## src/rtl/run_detector_pkg.sv

```systemverilog
// Shared definitions for the run detector: state numbering helpers and clog2.
package run_det_pkg;

  // Idle state index (the classic "A" state).
  localparam int S_IDLE = 0;

  // State index for "k consecutive 0s seen".
  function automatic int zero_state(input int k);
    return k;
  endfunction

  // State index for "k consecutive 1s seen"; ones states follow the zeros states.
  function automatic int one_state(input int k, input int run_len);
    return run_len + k;
  endfunction

  // Ceiling log2, used to size the binary state code.
  function automatic int clog2(input int value);
    int result;
    int v;
    result = 0;
    v = value - 1;
    while (v > 0) begin
      result = result + 1;
      v = v >> 1;
    end
    return result;
  endfunction

endpackage

```

## src/rtl/run_detector_sat_counter.sv

```systemverilog
// Saturating up-counter with synchronous clear; clear wins over increment.
module sat_counter #(
  parameter int WIDTH = 8
) (
  input  logic             Clk,
  input  logic             R,
  input  logic             clr,
  input  logic             inc,
  output logic [WIDTH-1:0] count
);

  logic [WIDTH-1:0] count_q;
  logic [WIDTH-1:0] count_d;

  // Next count: clear first, then increment unless already at the top value.
  always_comb begin
    count_d = count_q;
    if (clr) begin
      count_d = '0;
    end else if (inc && (count_q != {WIDTH{1'b1}})) begin
      count_d = count_q + WIDTH'(1);
    end else begin
      count_d = count_q;
    end
  end

  // Count register with synchronous reset.
  always_ff @(posedge Clk) begin
    if (R) begin
      count_q <= '0;
    end else begin
      count_q <= count_d;
    end
  end

  assign count = count_q;

endmodule

```

## src/rtl/run_detector.sv

```systemverilog
// Detects runs of RUN_LEN equal samples of w. State 0 is idle, 1..RUN_LEN
// count zeros, RUN_LEN+1..2*RUN_LEN count ones; the terminal states saturate.
module run_detector
  import run_det_pkg::*;
#(
  parameter  int RUN_LEN = 2,
  parameter  int CNT_W   = 8,
  localparam int NS      = 2 * RUN_LEN + 1,
  localparam int SW      = clog2(NS)
) (
  input  logic             Clk,
  input  logic             R,
  input  logic             w,
  input  logic             en,
  input  logic             det_zero,
  input  logic             det_one,
  input  logic             pulse_mode,
  input  logic             clr_cnt,
  output logic             Z,
  output logic [SW-1:0]    Y_out,
  output logic [NS-1:0]    state_oh,
  output logic [CNT_W-1:0] hit_cnt
);

  localparam logic [SW-1:0] ST_IDLE = SW'(S_IDLE);
  localparam logic [SW-1:0] Z_FIRST = SW'(zero_state(1));
  localparam logic [SW-1:0] Z_LAST  = SW'(zero_state(RUN_LEN));
  localparam logic [SW-1:0] O_FIRST = SW'(one_state(1, RUN_LEN));
  localparam logic [SW-1:0] O_LAST  = SW'(one_state(RUN_LEN, RUN_LEN));

  logic [SW-1:0] state_q;
  logic [SW-1:0] state_d;
  logic          entry_q;
  logic          entry_d;
  logic          in_zero_s;
  logic          in_one_s;
  logic          enter_s;
  logic          hit_inc_s;
  logic          level_s;
  logic [NS-1:0] state_oh_s;

  assign in_zero_s = (state_q >= Z_FIRST) && (state_q <= Z_LAST);
  assign in_one_s  = (state_q >= O_FIRST) && (state_q <= O_LAST);

  // Next state: extend the current run (saturating) or start a new one.
  always_comb begin
    state_d = state_q;
    if (en) begin
      if (w == 1'b0) begin
        if (in_zero_s && (state_q != Z_LAST)) begin
          state_d = state_q + SW'(1);
        end else if (in_zero_s) begin
          state_d = Z_LAST;
        end else begin
          state_d = Z_FIRST;
        end
      end else begin
        if (in_one_s && (state_q != O_LAST)) begin
          state_d = state_q + SW'(1);
        end else if (in_one_s) begin
          state_d = O_LAST;
        end else begin
          state_d = O_FIRST;
        end
      end
    end else begin
      state_d = state_q;
    end
  end

  // Entry into a terminal state from a different state marks a completed run.
  assign enter_s   = en && (state_d != state_q) &&
                     ((state_d == Z_LAST) || (state_d == O_LAST));
  assign hit_inc_s = enter_s && (((state_d == Z_LAST) && det_zero) ||
                                 ((state_d == O_LAST) && det_one));
  assign entry_d   = en ? enter_s : entry_q;

  // State and entry-flag registers with synchronous reset.
  always_ff @(posedge Clk) begin
    if (R) begin
      state_q <= ST_IDLE;
      entry_q <= 1'b0;
    end else begin
      state_q <= state_d;
      entry_q <= entry_d;
    end
  end

  // Moore detection output; pulse mode keeps only the entry cycle.
  assign level_s = ((state_q == Z_LAST) && det_zero) ||
                   ((state_q == O_LAST) && det_one);
  assign Z       = pulse_mode ? (level_s && entry_q && en) : level_s;

  // Binary-to-one-hot decode of the state code for the LED layer.
  always_comb begin
    state_oh_s = '0;
    for (int i = 0; i < NS; i++) begin
      state_oh_s[i] = (state_q == SW'(i));
    end
  end

  assign state_oh = state_oh_s;
  assign Y_out    = state_q;

  sat_counter #(
    .WIDTH (CNT_W)
  ) u_hit_cnt (
    .Clk   (Clk),
    .R     (R),
    .clr   (clr_cnt),
    .inc   (hit_inc_s),
    .count (hit_cnt)
  );

endmodule
```

## config.mk

```make
export PLATFORM = sky130hd
export DESIGN_NAME = run_detector
export DESIGN_NICKNAME = d
export VERILOG_FILES = /design/src/rtl/run_detector_pkg.sv /design/src/rtl/run_detector_sat_counter.sv /design/src/rtl/run_detector.sv
export SDC_FILE = /design/constraint.sdc
export NUM_CORES = 1
export LEC_CHECK = 0
export ABC_AREA = 1
export ABC_CLOCK_PERIOD_IN_PS = 5700
export CAP_MARGIN = 20
export CORE_MARGIN = 10
export CORE_UTILIZATION = 53
export CTS_CLUSTER_DIAMETER = 60
export DETAILED_ROUTE_END_ITERATION = 10
export PLACE_DENSITY = 0.84
export SETUP_SLACK_MARGIN = 0.5
export SYNTH_ARGS = -nofsm -noshare
export SYNTH_HDL_FRONTEND = slang
export SYNTH_HIERARCHICAL = 1
export SYNTH_SLANG_ARGS = --single-unit
```

## constraint.sdc

```tcl
create_clock -name Clk -period 5.7 [get_ports Clk]
set_input_delay 1.14 -clock Clk [delete_from_list [all_inputs] [get_ports Clk]]
set_output_delay 1.14 -clock Clk [all_outputs]
set_load 0.005 [all_outputs]
```

==> summary.txt, run 1 <==
DPL Wire Length: 2.15 mm
Hold wc startpoint: entry_q$_SDFFE_PP0P_
Syn Nets: 182
Antenna diode instance count: 0
Clock tree sinks: 12
Synth Register Bits: 12
Die area: 0.00418 sq mm
Top Usage Layer GRT: met2
Critical path capture point type: primary output
Unique cell type count in the Yosys netlist: 21
Power density of the placed cells: 171 mW/mm^2
Count of nets left with antenna violations after detail routing: 0
Gate Count Post-Synth: 168
Remaining global-route overflow: 0
Fill cell total of the finished layout: 174
Longest Clk Path Bufs: 2
Netlist area before placement: 0.00106 sq mm
Part of the power in the clock network: 29.4%
Cell with the biggest individual delay on the critical path: sky130_fd_sc_hd__clkdlybuf4s50_1
Port Buffers: 24
Worst-path maximum fanout: 9
WP data required: 4.56 ns
CTS H-Tree Depth: 1
Family with the most delay on the worst path: buffers and inverters
Area leader, netlist: sky130_fd_sc_hd__dfxtp_1
Commonest cells after routing, fill and taps aside: sky130_fd_sc_hd__nand2_1 (43), sky130_fd_sc_hd__clkdlybuf4s50_1 (24), sky130_fd_sc_hd__nor2_1 (21), sky130_fd_sc_hd__inv_1 (20), sky130_fd_sc_hd__nand3_1 (20)
Maximum number of pins on one net before global-route repair: 13
Number of failing hold endpoints at the final stage: 0
Width of the die: 64.6 um
Internal power summed over all cells: 0.000156 W
Sum of negative setup slack: 0 ns
Final net count: 209
Final standard cell area without fillers: 0.00135 sq mm
Final number of max-transition violations: 0
Clock-pin slew of the registers on the worst-case setup and hold paths: 0.07 ns
CTS tree: built
Net switching component of the power: 0.0000741 W
Worst Path Buf+Inv: 2
Worst Path Arrival: 2.57 ns
Type of the setup path with the least slack: input port to primary output
CORE AREA: 0.00192 sq mm
Fraction of met3 tracks used by global routing: 4.47%
Overall die height: 64.6 um
Critical Path Max Stage Delay: 0.67 ns
Area growth from synthesis to final layout: 28.0%
Synthesis warning total: 6
Status: completed
Antenna violations before repair: 0
Post-cts resize count: 0
Logic pwr share: 30.9%
Worst ir drop on vdd: 0.000199 V
Overall routed net length: 2.61 mm
TritonCTS buffer count: 3
Met2 Track Usage GR: 21.1%
Number of optimization iterations in the first detailed-route pass: 4
Max-Slew Margin vs Limit: 46.2%
Cell types occupying the most area after synthesis: sky130_fd_sc_hd__dfxtp_1 (23%), sky130_fd_sc_hd__nand2_1 (15%), sky130_fd_sc_hd__nand3_1 (9.5%)
Final routed wire length divided by cell count: 11.8 um
Effective utilization at floorplan: 54.9%
Quantity of hold-fixing buffers added after cts: 0
Area taken by multi-input logic gates: 711 sq um
Fraction of final layout cells with drive strength greater than 1: 13.9%
Sequential area share after synthesis: 22.7%
Worst slew pin tran: 0.807 ns
Crit path time final: 3.71 ns
Top-Level Pins: 25
Post-route DRC: 0
Cell at the root of the clock tree: sky130_fd_sc_hd__clkbuf_4
Fmax achieved: 0.270 GHz
Relative contribution of sequential cells to total power: 39.7%
Clock latency on the worst-skew pair: 0.27 ns
Area share of the leading cell type in the synthesized netlist: 22.7%
FF/Latch Area: 240 sq um
Worst hold path class: flip-flop to flip-flop
Synthesized area per cell: 6.29 sq um
Number of core rows: 16
Inst Count DP: 217
Wire length of the first global-routing pass: 4.77 mm
Leakage dissipation: 0.586 nW
Portion of the clock cycle consumed by the worst path in the final layout: 65.1%
Cell area reported after detailed placement: 0.00132 sq mm
Unrepaired setup endpoints after global routing: false
Avg Vias per Cell: 5.05
Post-CTS repair timing setup buffer count: 0
Global routing met1 resource utilization: 17.6%
Non-filler cells in the finished layout: 221
Reported max-cap violation count: 0
Weighted congestion reported at the end of routability-driven placement: 0.947
Switching Share: 32.1%
Crit. Startpoint: en
Chain of cells forming the critical path: clkdlybuf4s50_1, nand2_1, a21oi_1, clkdlybuf4s50_1
Final setup violation count: 0
Vias in the first global route: 1038
Drt first-iter violations: 63
Worst clock skew on the final layout: 0.00413 ns
Origin of the critical flop-to-flop path: Y_out[1]$_SDFF_PP0_
Total via count after detailed routing: 1116
Cell repeated most along the worst path: sky130_fd_sc_hd__clkdlybuf4s50_1
Startpoint type of the worst setup path: input port
Leading cell type in the layout, fill and taps excluded: sky130_fd_sc_hd__nand2_1
Overall track demand over capacity in global routing: 13.4%
-- per-layer routing --
metal / share of wire [%] / wire length [um]
met5: 0 / 0
met4: 0.38 / 10
met3: 5.2 / 135
met2: 46 / 1200
met1: 48 / 1260
-- registers in the layout, summed over array words and instances (netlist names) --
signal,count
Y_out,3
entry_q,1
u_hit_cnt/count,8
-- logic make-up (layout without fill, tap and decap cells) --
family / after synthesis / count (layout) / share of synthesized area (%)
flip-flops: 12 / 12 / 22.7
AO/OA/AOI/OAI: 15 / 15 / 7.94
buffers and inverters: 26 / 52 / 9.95
adder cells (fa/ha/maj): 6 / 6 / 7.11
AND/OR/NAND/NOR: 109 / 109 / 52.3
-- metrics by stage --
step / util (%) / power (W) / setup slack (ns) / hold WS (ns)
floorplan: - / 0.000140 / 3.11 / 0.438
global route: 70.3 / 0.000249 / 1.91 / 0.505
CTS: 70.3 / 0.000234 / 2.00 / 0.493
detailed placement: 68.4 / 0.000165 / 1.99 / 0.480
global placement: 68.4 / 0.000164 / 2.04 / 0.478
finish: 70.3 / 0.000231 / 1.99 / 0.490
-- layout make-up --
| class | count | share of cell area, % |
|---|---|---|
| Clock buffer | 4 | 2.69 |
| Inverter | 24 | 6.67 |
| Multi-Input combinational cell | 130 | 52.6 |
| Sequential cell | 12 | 17.8 |
| Tap cell | 27 | 2.50 |
| Timing Repair Buffer | 24 | 17.8 |
-- synth_stat cells (all sizes together) --
cell,instances
nand3,26
dfxtp,12
buf,1
ha,6
nor2,24
nand4,7
a21oi,10
o21ai,3
inv,24
nand2,52
o21bai,1
clkbuf,1
a22oi,1
-- power groups by stage --
stage	Clock [W]	Sequential [W]	Combinational, W
finish	0.0000678	0.0000915	0.0000712
global route	0.0000750	0.0000924	0.0000814
CTS	0.0000709	0.0000915	0.0000717
detailed placement	0	0.0000935	0.0000714
global placement	0	0.0000935	0.0000701
floorplan	0	0.0000923	0.0000476
-- worst register-to-register path: cells and delay by family (launching register included) --
| kind | cells | cell delay (ns) |
|---|---|---|
| flip-flops | 1 | 0.54 |
| buffers and inverters | 3 | 0.39 |
| AO/OA/AOI/OAI | 2 | 0.69 |
| AND/OR/NAND/NOR | 14 | 1.11 |
| adder cells (fa/ha/maj) | 1 | 0.23 |
-- final timing paths --
| check | endpoint | slack [ns] | cells after the start |
|---|---|---|---|
| worst max-delay path | Z | 1.99 | 4 |
| worst min-delay path | entry_q$_SDFFE_PP0P_ | 0.49 | 2 |
| worst max register to register | u_hit_cnt/count[3]$_SDFFE_PP0P_ | 2.65 | 20 |
| worst min register to register | entry_q$_SDFFE_PP0P_ | 0.49 | 2 |
Power figures use the tool's default switching activity.
==> inputs of run 2 (changes only) <==
--- a/config.mk
+++ b/config.mk
@@ -6,13 +6,13 @@
 export NUM_CORES = 1
 export LEC_CHECK = 0
 export ABC_AREA = 1
-export ABC_CLOCK_PERIOD_IN_PS = 5700
+export ABC_CLOCK_PERIOD_IN_PS = 3600
 export CAP_MARGIN = 20
 export CORE_MARGIN = 10
-export CORE_UTILIZATION = 53
+export CORE_UTILIZATION = 49
 export CTS_CLUSTER_DIAMETER = 60
 export DETAILED_ROUTE_END_ITERATION = 10
-export PLACE_DENSITY = 0.84
+export PLACE_DENSITY = 0.79
 export SETUP_SLACK_MARGIN = 0.5
 export SYNTH_ARGS = -nofsm -noshare
 export SYNTH_HDL_FRONTEND = slang
==> constraint.sdc (replaced) <==
create_clock -name Clk -period 3.6 [get_ports Clk]
set_input_delay 0.72 -clock Clk [delete_from_list [all_inputs] [get_ports Clk]]
set_output_delay 0.72 -clock Clk [all_outputs]
set_load 0.005 [all_outputs]
==> run 2 against run 1 <==
  * Combinational power rose by 62%
  * Clock skew rose by 0.0070 ns
  * Setup slack got worse by 1.3 ns
  * Cell area rose by 0.65%
  * Register-to-register slack got worse by 1.7 ns
  * Sequential power rose by 60%
  * Worst hold slack improved by 0.018 ns
  * Die area rose by 5.6%
  * Non-clock buffer count rose by 1
  * Global-route usage fell by 0.31 points
  * Largest power group unchanged
==> summary.txt, run 2 (synthesis results as in run 1) <==
Worst clock skew on the final layout: 0.0112 ns (was 0.00413 ns)
Startpoint type of the worst setup path: flip-flop (was input port)
Portion of the clock cycle consumed by the worst path in the final layout: 81.1%
Critical path capture point type: primary output (unchanged)
Total via count after detailed routing: 1132 (was 1116)
Number of flip-flops under the largest register name: 8 (unchanged)
Part of the power in the clock network: 29.0% (was 29.4%)
Leakage dissipation: 0.592 nW (was 0.586 nW)
Fmax achieved: 0.343 GHz
Avg Vias per Cell: 5.10 (was 5.05)
Clock tree sinks: 12 (unchanged)
CTS tree: built (unchanged)
Overall die height: 66.4 um (was 64.6 um)
Worst ir drop on vdd: 0.000258 V (was 0.000199 V)
Leading cell type in the layout, fill and taps excluded: sky130_fd_sc_hd__nand2_1 (unchanged)
Number of core rows: 16 (unchanged)
Number of optimization iterations in the first detailed-route pass: 4 (unchanged)
CTS H-Tree Depth: 1 (unchanged)
Cell area reported after detailed placement: 0.00132 sq mm (about the same)
Antenna diode instance count: 0 (unchanged)
Commonest cells after routing, fill and taps aside: sky130_fd_sc_hd__nand2_1 (43), sky130_fd_sc_hd__clkdlybuf4s50_1 (24), sky130_fd_sc_hd__nor2_1 (21), sky130_fd_sc_hd__nand3_1 (20), sky130_fd_sc_hd__inv_1 (19) (was sky130_fd_sc_hd__nand2_1 (43), sky130_fd_sc_hd__clkdlybuf4s50_1 (24), sky130_fd_sc_hd__nor2_1 (21), sky130_fd_sc_hd__inv_1 (20), sky130_fd_sc_hd__nand3_1 (20))
Final standard cell area without fillers: 0.00136 sq mm (was 0.00135 sq mm)
Vias in the first global route: 1059 (was 1038)
Power density of the placed cells: 270 mW/mm^2 (was 171 mW/mm^2)
Final setup violation count: 0 (unchanged)
Unrepaired setup endpoints after global routing: false (unchanged)
Internal power summed over all cells: 0.000249 W (was 0.000156 W)
Fill cell total of the finished layout: 167 (was 174)
Cell at the root of the clock tree: sky130_fd_sc_hd__clkbuf_4 (unchanged)
DPL Wire Length: 2.22 mm (was 2.15 mm)
Antenna violations before repair: 0 (unchanged)
Net switching component of the power: 0.000118 W (was 0.0000741 W)
Weighted congestion reported at the end of routability-driven placement: 0.918 (was 0.947)
Worst-path maximum fanout: 8 (was 9)
Worst hold path class: flip-flop to flip-flop (unchanged)
Maximum number of pins on one net before global-route repair: 11 (was 13)
Top-Level Pins: 25 (unchanged)
Number of failing hold endpoints at the final stage: 0 (unchanged)
Type of the setup path with the least slack: flip-flop to primary output (was input port to primary output)
Crit path time final: 2.92 ns
TritonCTS buffer count: 3 (unchanged)
Final routed wire length divided by cell count: 12.2 um (was 11.8 um)
Overall routed net length: 2.71 mm (was 2.61 mm)
Area growth from synthesis to final layout: 28.8% (was 28.0%)
Non-filler cells in the finished layout: 222 (was 221)
Post-route DRC: 0 (unchanged)
Fraction of final layout cells with drive strength greater than 1: 15.4% (was 13.9%)
Quantity of hold-fixing buffers added after cts: 0 (unchanged)
Port Buffers: 24 (unchanged)
Clock-pin slew of the registers on the worst-case setup and hold paths: 0.08 ns (was 0.07 ns)
Drt first-iter violations: 74 (was 63)
Worst Path Arrival: 2.20 ns (was 2.57 ns)
Die area: 0.00441 sq mm (was 0.00418 sq mm)
Overall track demand over capacity in global routing: 13.1% (was 13.4%)
Wire length of the first global-routing pass: 4.69 mm (was 4.77 mm)
Overall power consumption: 0.000367 W (was 0.000231 W)
Sum of negative setup slack: 0 ns (unchanged)
Final net count: 210 (was 209)
Post-CTS repair timing setup buffer count: 0 (unchanged)
CORE AREA: 0.00200 sq mm (was 0.00192 sq mm)
Longest Clk Path Bufs: 2 (unchanged)
Clock latency on the worst-skew pair: 0.28 ns (was 0.27 ns)
Remaining global-route overflow: 0 (unchanged)
Worst hold margin: 0.509 ns (was 0.490 ns)
Setup slack, reg-to-reg: 0.98 ns (was 2.65 ns)
Count of nets left with antenna violations after detail routing: 0 (unchanged)
Relative contribution of sequential cells to total power: 39.7% (about the same)
Switching Share: 32.2% (was 32.1%)
Logic pwr share: 31.3% (was 30.9%)
Width of the die: 66.4 um (was 64.6 um)
Effective utilization at floorplan: 52.8% (was 54.9%)
Inst Count DP: 218 (was 217)
Reported max-cap violation count: 0 (unchanged)
Status: completed (unchanged)
Worst slew pin tran: 0.566 ns (was 0.807 ns)
WP data required: 2.88 ns (was 4.56 ns)
Final number of max-transition violations: 0 (unchanged)
Max-Slew Margin vs Limit: 62.1% (was 46.2%)
[run 2: cell types whose count changed in the layout (fill, tap and decap cells not counted)]
cell                      delta
sky130_fd_sc_hd__buf_4       +1
sky130_fd_sc_hd__inv_1       -1
sky130_fd_sc_hd__dfxtp_2     +1
sky130_fd_sc_hd__inv_2       +1
sky130_fd_sc_hd__dfxtp_1     -1
[run 2: final timing paths]
check | start | endpoint | cells past startpoint
setup / recovery | Y_out[0]$_SDFF_PP0_ | Z | 7
hold / removal | u_hit_cnt/count[6]$_SDFFE_PP0P_ | u_hit_cnt/count[6]$_SDFFE_PP0P_ | 2
setup reg to reg | Y_out[2]$_SDFF_PP0_ | u_hit_cnt/count[4]$_SDFFE_PP0P_ | 18
hold reg to reg | u_hit_cnt/count[6]$_SDFFE_PP0P_ | u_hit_cnt/count[6]$_SDFFE_PP0P_ | 2
[run 2: worst max-delay path, stage by stage, from the launching register on]
cell and delay [ns]:
sky130_fd_sc_hd__dfxtp_1 0.39, sky130_fd_sc_hd__inv_2 0.17, sky130_fd_sc_hd__ha_1 0.23, sky130_fd_sc_hd__inv_1 0.09
sky130_fd_sc_hd__nor2_1 0.26, sky130_fd_sc_hd__a22oi_1 0.14, sky130_fd_sc_hd__a21oi_1 0.13, sky130_fd_sc_hd__clkdlybuf4s50_1 0.52
[run 2: power by group through the flow]
stage / clock (W) / combinational [W] / sequential, W
final: 0.000106 / 0.000115 / 0.000146
after global routing: 0.000115 / 0.000129 / 0.000146
after CTS: 0.000110 / 0.000115 / 0.000145
after detailed placement: 0 / 0.000114 / 0.000148
after global placement: 0 / 0.000112 / 0.000148
after floorplan: 0 / 0.0000753 / 0.000146
[run 2: metrics by stage]
step / utilization (%) / worst slack (ns)
after CTS: 67.9 / 0.586
after floorplan: - / 1.23
after global placement: 66.1 / 0.744
after detailed placement: 66.1 / 0.741
final: 67.9 / 0.682
after global routing: 67.9 / 0.530
[run 2: final cells by class]
type                       count  area [sq um]  share of cell area, %
sequential                    12           241                   17.8
tap                           27          33.8                   2.48
clock buffer                   4          36.3                   2.67
multi-input combinational    130           711                   52.3
inverter                      24          90.1                   6.62
timing repair buffer          25           248                   18.2
[run 2: metal layers]
layer | global-route usage (%) | wire (um) | vias to the layer above
li1 | - | - | 595
met1 | 15.8 | 1210 | 503
met2 | 21.9 | 1300 | 34
met3 | 4.92 | 196 | 0
met4 | 2.09 | 0 | 0
met5 | 0 | 0 | -
[run 2: timing repair]
action	CTS	global route
hold endpoints to repair	0	0
setup endpoints to repair	0	1
resized for setup	0	2
==> inputs of run 3 (changes only) <==
--- a/config.mk
+++ b/config.mk
@@ -6,7 +6,7 @@
 export NUM_CORES = 1
 export LEC_CHECK = 0
 export ABC_AREA = 1
-export ABC_CLOCK_PERIOD_IN_PS = 3600
+export ABC_CLOCK_PERIOD_IN_PS = 2700
 export CAP_MARGIN = 20
 export CORE_MARGIN = 10
 export CORE_UTILIZATION = 49
==> constraint.sdc (replaced) <==
create_clock -name Clk -period 2.7 [get_ports Clk]
set_input_delay 0.54 -clock Clk [delete_from_list [all_inputs] [get_ports Clk]]
set_output_delay 0.54 -clock Clk [all_outputs]
set_load 0.005 [all_outputs]
==> run 3 against run 2 <==
  * Clock power up 43%
  * Global-route usage grew 2.6 points
  * Routed wire length increased by 44%
  * Worst hold slack lost 0.014 ns
  * Die area unchanged
  * First-iteration DRC count increased by 31%
==> summary.txt, run 3 (synthesis results as in run 1) <==
Area growth from synthesis to final layout: 60.2% (was 28.8%)
Setup slack, reg-to-reg: 0.32 ns (was 0.98 ns)
Worst ir drop on vdd: 0.000276 V (was 0.000258 V)
Hold Path Cell Cnt: 2 (unchanged)
Hold wc startpoint: entry_q$_SDFFE_PP0P_ (was u_hit_cnt/count[6]$_SDFFE_PP0P_)
Worst slew pin tran: 0.554 ns (was 0.566 ns)
Final routed wire length divided by cell count: 16.3 um (was 12.2 um)
CTS H-Tree Depth: 1 (unchanged)
Longest Clk Path Bufs: 2 (unchanged)
Hold Path End: entry_q$_SDFFE_PP0P_ (was u_hit_cnt/count[6]$_SDFFE_PP0P_)
Leading cell type in the layout, fill and taps excluded: sky130_fd_sc_hd__nand2_1 (unchanged)
Reported max-cap violation count: 0 (unchanged)
Number of failing hold endpoints at the final stage: 0 (unchanged)
DPL Wire Length: 2.23 mm (was 2.22 mm)
Fraction of final layout cells with drive strength greater than 1: 36.3% (was 15.4%)
Relative contribution of sequential cells to total power: 33.3% (was 39.7%)
Commonest cells after routing, fill and taps aside: sky130_fd_sc_hd__nand2_1 (38), sky130_fd_sc_hd__clkdlybuf4s50_1 (21), sky130_fd_sc_hd__nand3_1 (17), sky130_fd_sc_hd__nor2_1 (16), sky130_fd_sc_hd__inv_1 (13) (was sky130_fd_sc_hd__nand2_1 (43), sky130_fd_sc_hd__clkdlybuf4s50_1 (24), sky130_fd_sc_hd__nor2_1 (21), sky130_fd_sc_hd__nand3_1 (20), sky130_fd_sc_hd__inv_1 (19))
Logic pwr share: 40.7% (was 31.3%)
Clock-pin slew of the registers on the worst-case setup and hold paths: 0.08 ns (about the same)
Total via count after detailed routing: 1346 (was 1132)
Overall die height: 66.4 um (unchanged)
TritonCTS buffer count: 3 (unchanged)
Fmax achieved: 0.421 GHz
Count of nets left with antenna violations after detail routing: 0 (unchanged)
Vias in the first global route: 1210 (was 1059)
Critical path capture point type: flip-flop (was primary output)
Clock tree sinks: 12 (unchanged)
Final setup violation count: 0 (unchanged)
Origin of the critical flop-to-flop path: Y_out[0]$_SDFF_PP0_ (was Y_out[2]$_SDFF_PP0_)
Remaining global-route overflow: 0 (unchanged)
Type of the setup path with the least slack: flip-flop to flip-flop (was flip-flop to primary output)
Leakage dissipation: 0.731 nW (was 0.592 nW)
CORE AREA: 0.00200 sq mm (unchanged)
Startpoint type of the worst setup path: flip-flop (unchanged)
Worst r2r dst: u_hit_cnt/count[4]$_SDFFE_PP0P_ (unchanged)
Sum of negative setup slack: 0 ns (unchanged)
Power density of the placed cells: 346 mW/mm^2 (was 270 mW/mm^2)
Crit path time final: 2.38 ns
Width of the die: 66.4 um (unchanged)
Clock latency on the worst-skew pair: 0.29 ns (was 0.28 ns)
Internal power summed over all cells: 0.000377 W (was 0.000249 W)
Port Buffers: 24 (unchanged)
Top-Level Pins: 25 (unchanged)
Antenna violations before repair: 0 (unchanged)
Drt first-iter violations: 97 (was 74)
CTS tree: built (unchanged)
Overall routed net length: 3.89 mm (was 2.71 mm)
Maximum number of pins on one net before global-route repair: 11 (unchanged)
Unrepaired setup endpoints after global routing: true (was false)
Worst hold margin: 0.495 ns (was 0.509 ns)
Worst-path maximum fanout: 6 (was 8)
Net switching component of the power: 0.000209 W (was 0.000118 W)
WP data required: 2.88 ns (about the same)
Part of the power in the clock network: 26.0% (was 29.0%)
Avg Vias per Cell: 5.63 (was 5.10)
Number of flip-flops under the largest register name: 8 (unchanged)
Number of core rows: 16 (unchanged)
Number of optimization iterations in the first detailed-route pass: 6 (was 4)
Wire length of the first global-routing pass: 5.62 mm (was 4.69 mm)
Final net count: 227 (was 210)
Weighted congestion reported at the end of routability-driven placement: 0.880 (was 0.918)
Status: completed (unchanged)
Register-to-Register Path Depth: 19 (was 18)
Worst clock skew on the final layout: 0.00702 ns (was 0.0112 ns)
Die area: 0.00441 sq mm (unchanged)
Overall track demand over capacity in global routing: 15.7% (was 13.1%)
Final number of max-transition violations: 0 (unchanged)
Max-Slew Margin vs Limit: 63.0% (was 62.1%)
Worst Path Arrival: 2.55 ns (was 2.20 ns)
Effective utilization at floorplan: 52.8% (unchanged)
Antenna diode instance count: 0 (unchanged)
Worst hold path class: flip-flop to flip-flop (unchanged)
Switching Share: 35.6% (was 32.2%)
Quantity of hold-fixing buffers added after cts: 0 (unchanged)
Crit path setup slack, layout: 0.324 ns (was 0.682 ns)
Post-placement setup slack: 0.0440 ns (was 0.741 ns)
Cell at the root of the clock tree: sky130_fd_sc_hd__clkbuf_4 (unchanged)
Portion of the clock cycle consumed by the worst path in the final layout: 88.0%
Post-route DRC: 0 (unchanged)
[run 3: changes by cell type in the layout (fill, tap and decap cells not counted), moves of 5 or more]
cell	change
sky130_fd_sc_hd__nand2_1	-5
sky130_fd_sc_hd__inv_1	-6
sky130_fd_sc_hd__nor2_1	-5
sky130_fd_sc_hd__buf_4	+9
sky130_fd_sc_hd__buf_6	+7
sky130_fd_sc_hd__ha_1	-5
[run 3: area by class of cell]
class | count | area, sq um
fillers | 110 | 310
well taps | 27 | 33.8
repair buffers | 42 | 410
inverters | 24 | 95.1
flip-flops and latches | 12 | 251
multi-input cells | 130 | 865
clock buffers | 4 | 36.3
[run 3: per-stage QoR]
| step | cell area [sq um] | total power, W | util [%] | cells |
|---|---|---|---|---|
| finish | 1690 | 0.000586 | 84.5 | 239 |
| detailed placement | 1330 | 0.000352 | 66.6 | 219 |
| global placement | 1330 | 0.000346 | 66.6 | 219 |
| CTS | 1590 | 0.000543 | 79.3 | 236 |
| global route | 1690 | 0.000616 | 84.5 | 239 |
| floorplan | 1060 | 0.000297 | - | 168 |
[run 3: worst max path at each step]
stage | startpoint | to | cells after the start
2_1_floorplan | Y_out[0]$_SDFF_PP0_ | u_hit_cnt/count[7]$_SDFFE_PP0P_ | 18
3_3_place_gp | w | u_hit_cnt/count[3]$_SDFFE_PP0P_ | 15
3_5_place_dp | w | u_hit_cnt/count[3]$_SDFFE_PP0P_ | 15
4_1_cts | Y_out[0]$_SDFF_PP0_ | u_hit_cnt/count[4]$_SDFFE_PP0P_ | 19
5_1_grt | Y_out[2]$_SDFF_PP0_ | u_hit_cnt/count[4]$_SDFFE_PP0P_ | 20
6_report | Y_out[0]$_SDFF_PP0_ | u_hit_cnt/count[4]$_SDFFE_PP0P_ | 19
[run 3: metal layers]
layer,vias up,GRT usage [%],routed length (um)
met2,78,27.8,1990
met4,0,2.62,93
li1,632,-,-
met5,-,0,0
met1,624,17.7,1450
met3,12,5.59,361
[run 3: worst max-delay path: stages (launching register included)]
cell and delay, ns:
sky130_fd_sc_hd__dfxtp_4 0.39, sky130_fd_sc_hd__ha_4 0.17, sky130_fd_sc_hd__ha_4 0.15, sky130_fd_sc_hd__inv_2 0.05
sky130_fd_sc_hd__nand2_2 0.09, sky130_fd_sc_hd__nand3_1 0.16, sky130_fd_sc_hd__nand3_2 0.12, sky130_fd_sc_hd__nand3_1 0.12
sky130_fd_sc_hd__nand2_2 0.09, sky130_fd_sc_hd__inv_2 0.07, sky130_fd_sc_hd__nand2_1 0.05, sky130_fd_sc_hd__nand2_1 0.08
sky130_fd_sc_hd__nand2_2 0.07, sky130_fd_sc_hd__a21oi_2 0.12, sky130_fd_sc_hd__buf_6 0.15, sky130_fd_sc_hd__nand2_4 0.06
sky130_fd_sc_hd__nor2_4 0.10, sky130_fd_sc_hd__nand3_2 0.08, sky130_fd_sc_hd__nand2_1 0.08, sky130_fd_sc_hd__nor2_1 0.05
[run 3: power groups by stage]
stage          registers (W)  logic, W  clock network (W)
2_1_floorplan       0.000196  0.000101                  0
3_3_place_gp        0.000198  0.000148                  0
3_5_place_dp        0.000198  0.000154                  0
4_1_cts             0.000194  0.000202           0.000147
5_1_grt             0.000196  0.000257           0.000163
6_report            0.000195  0.000239           0.000152
[run 3: repair_timing]
action / in CTS / in global routing
setup endpoints to repair: 10 / 12
buffers inserted: 13 / 3
pin swaps: 14 / 16
gates resized for setup: 30 / 26
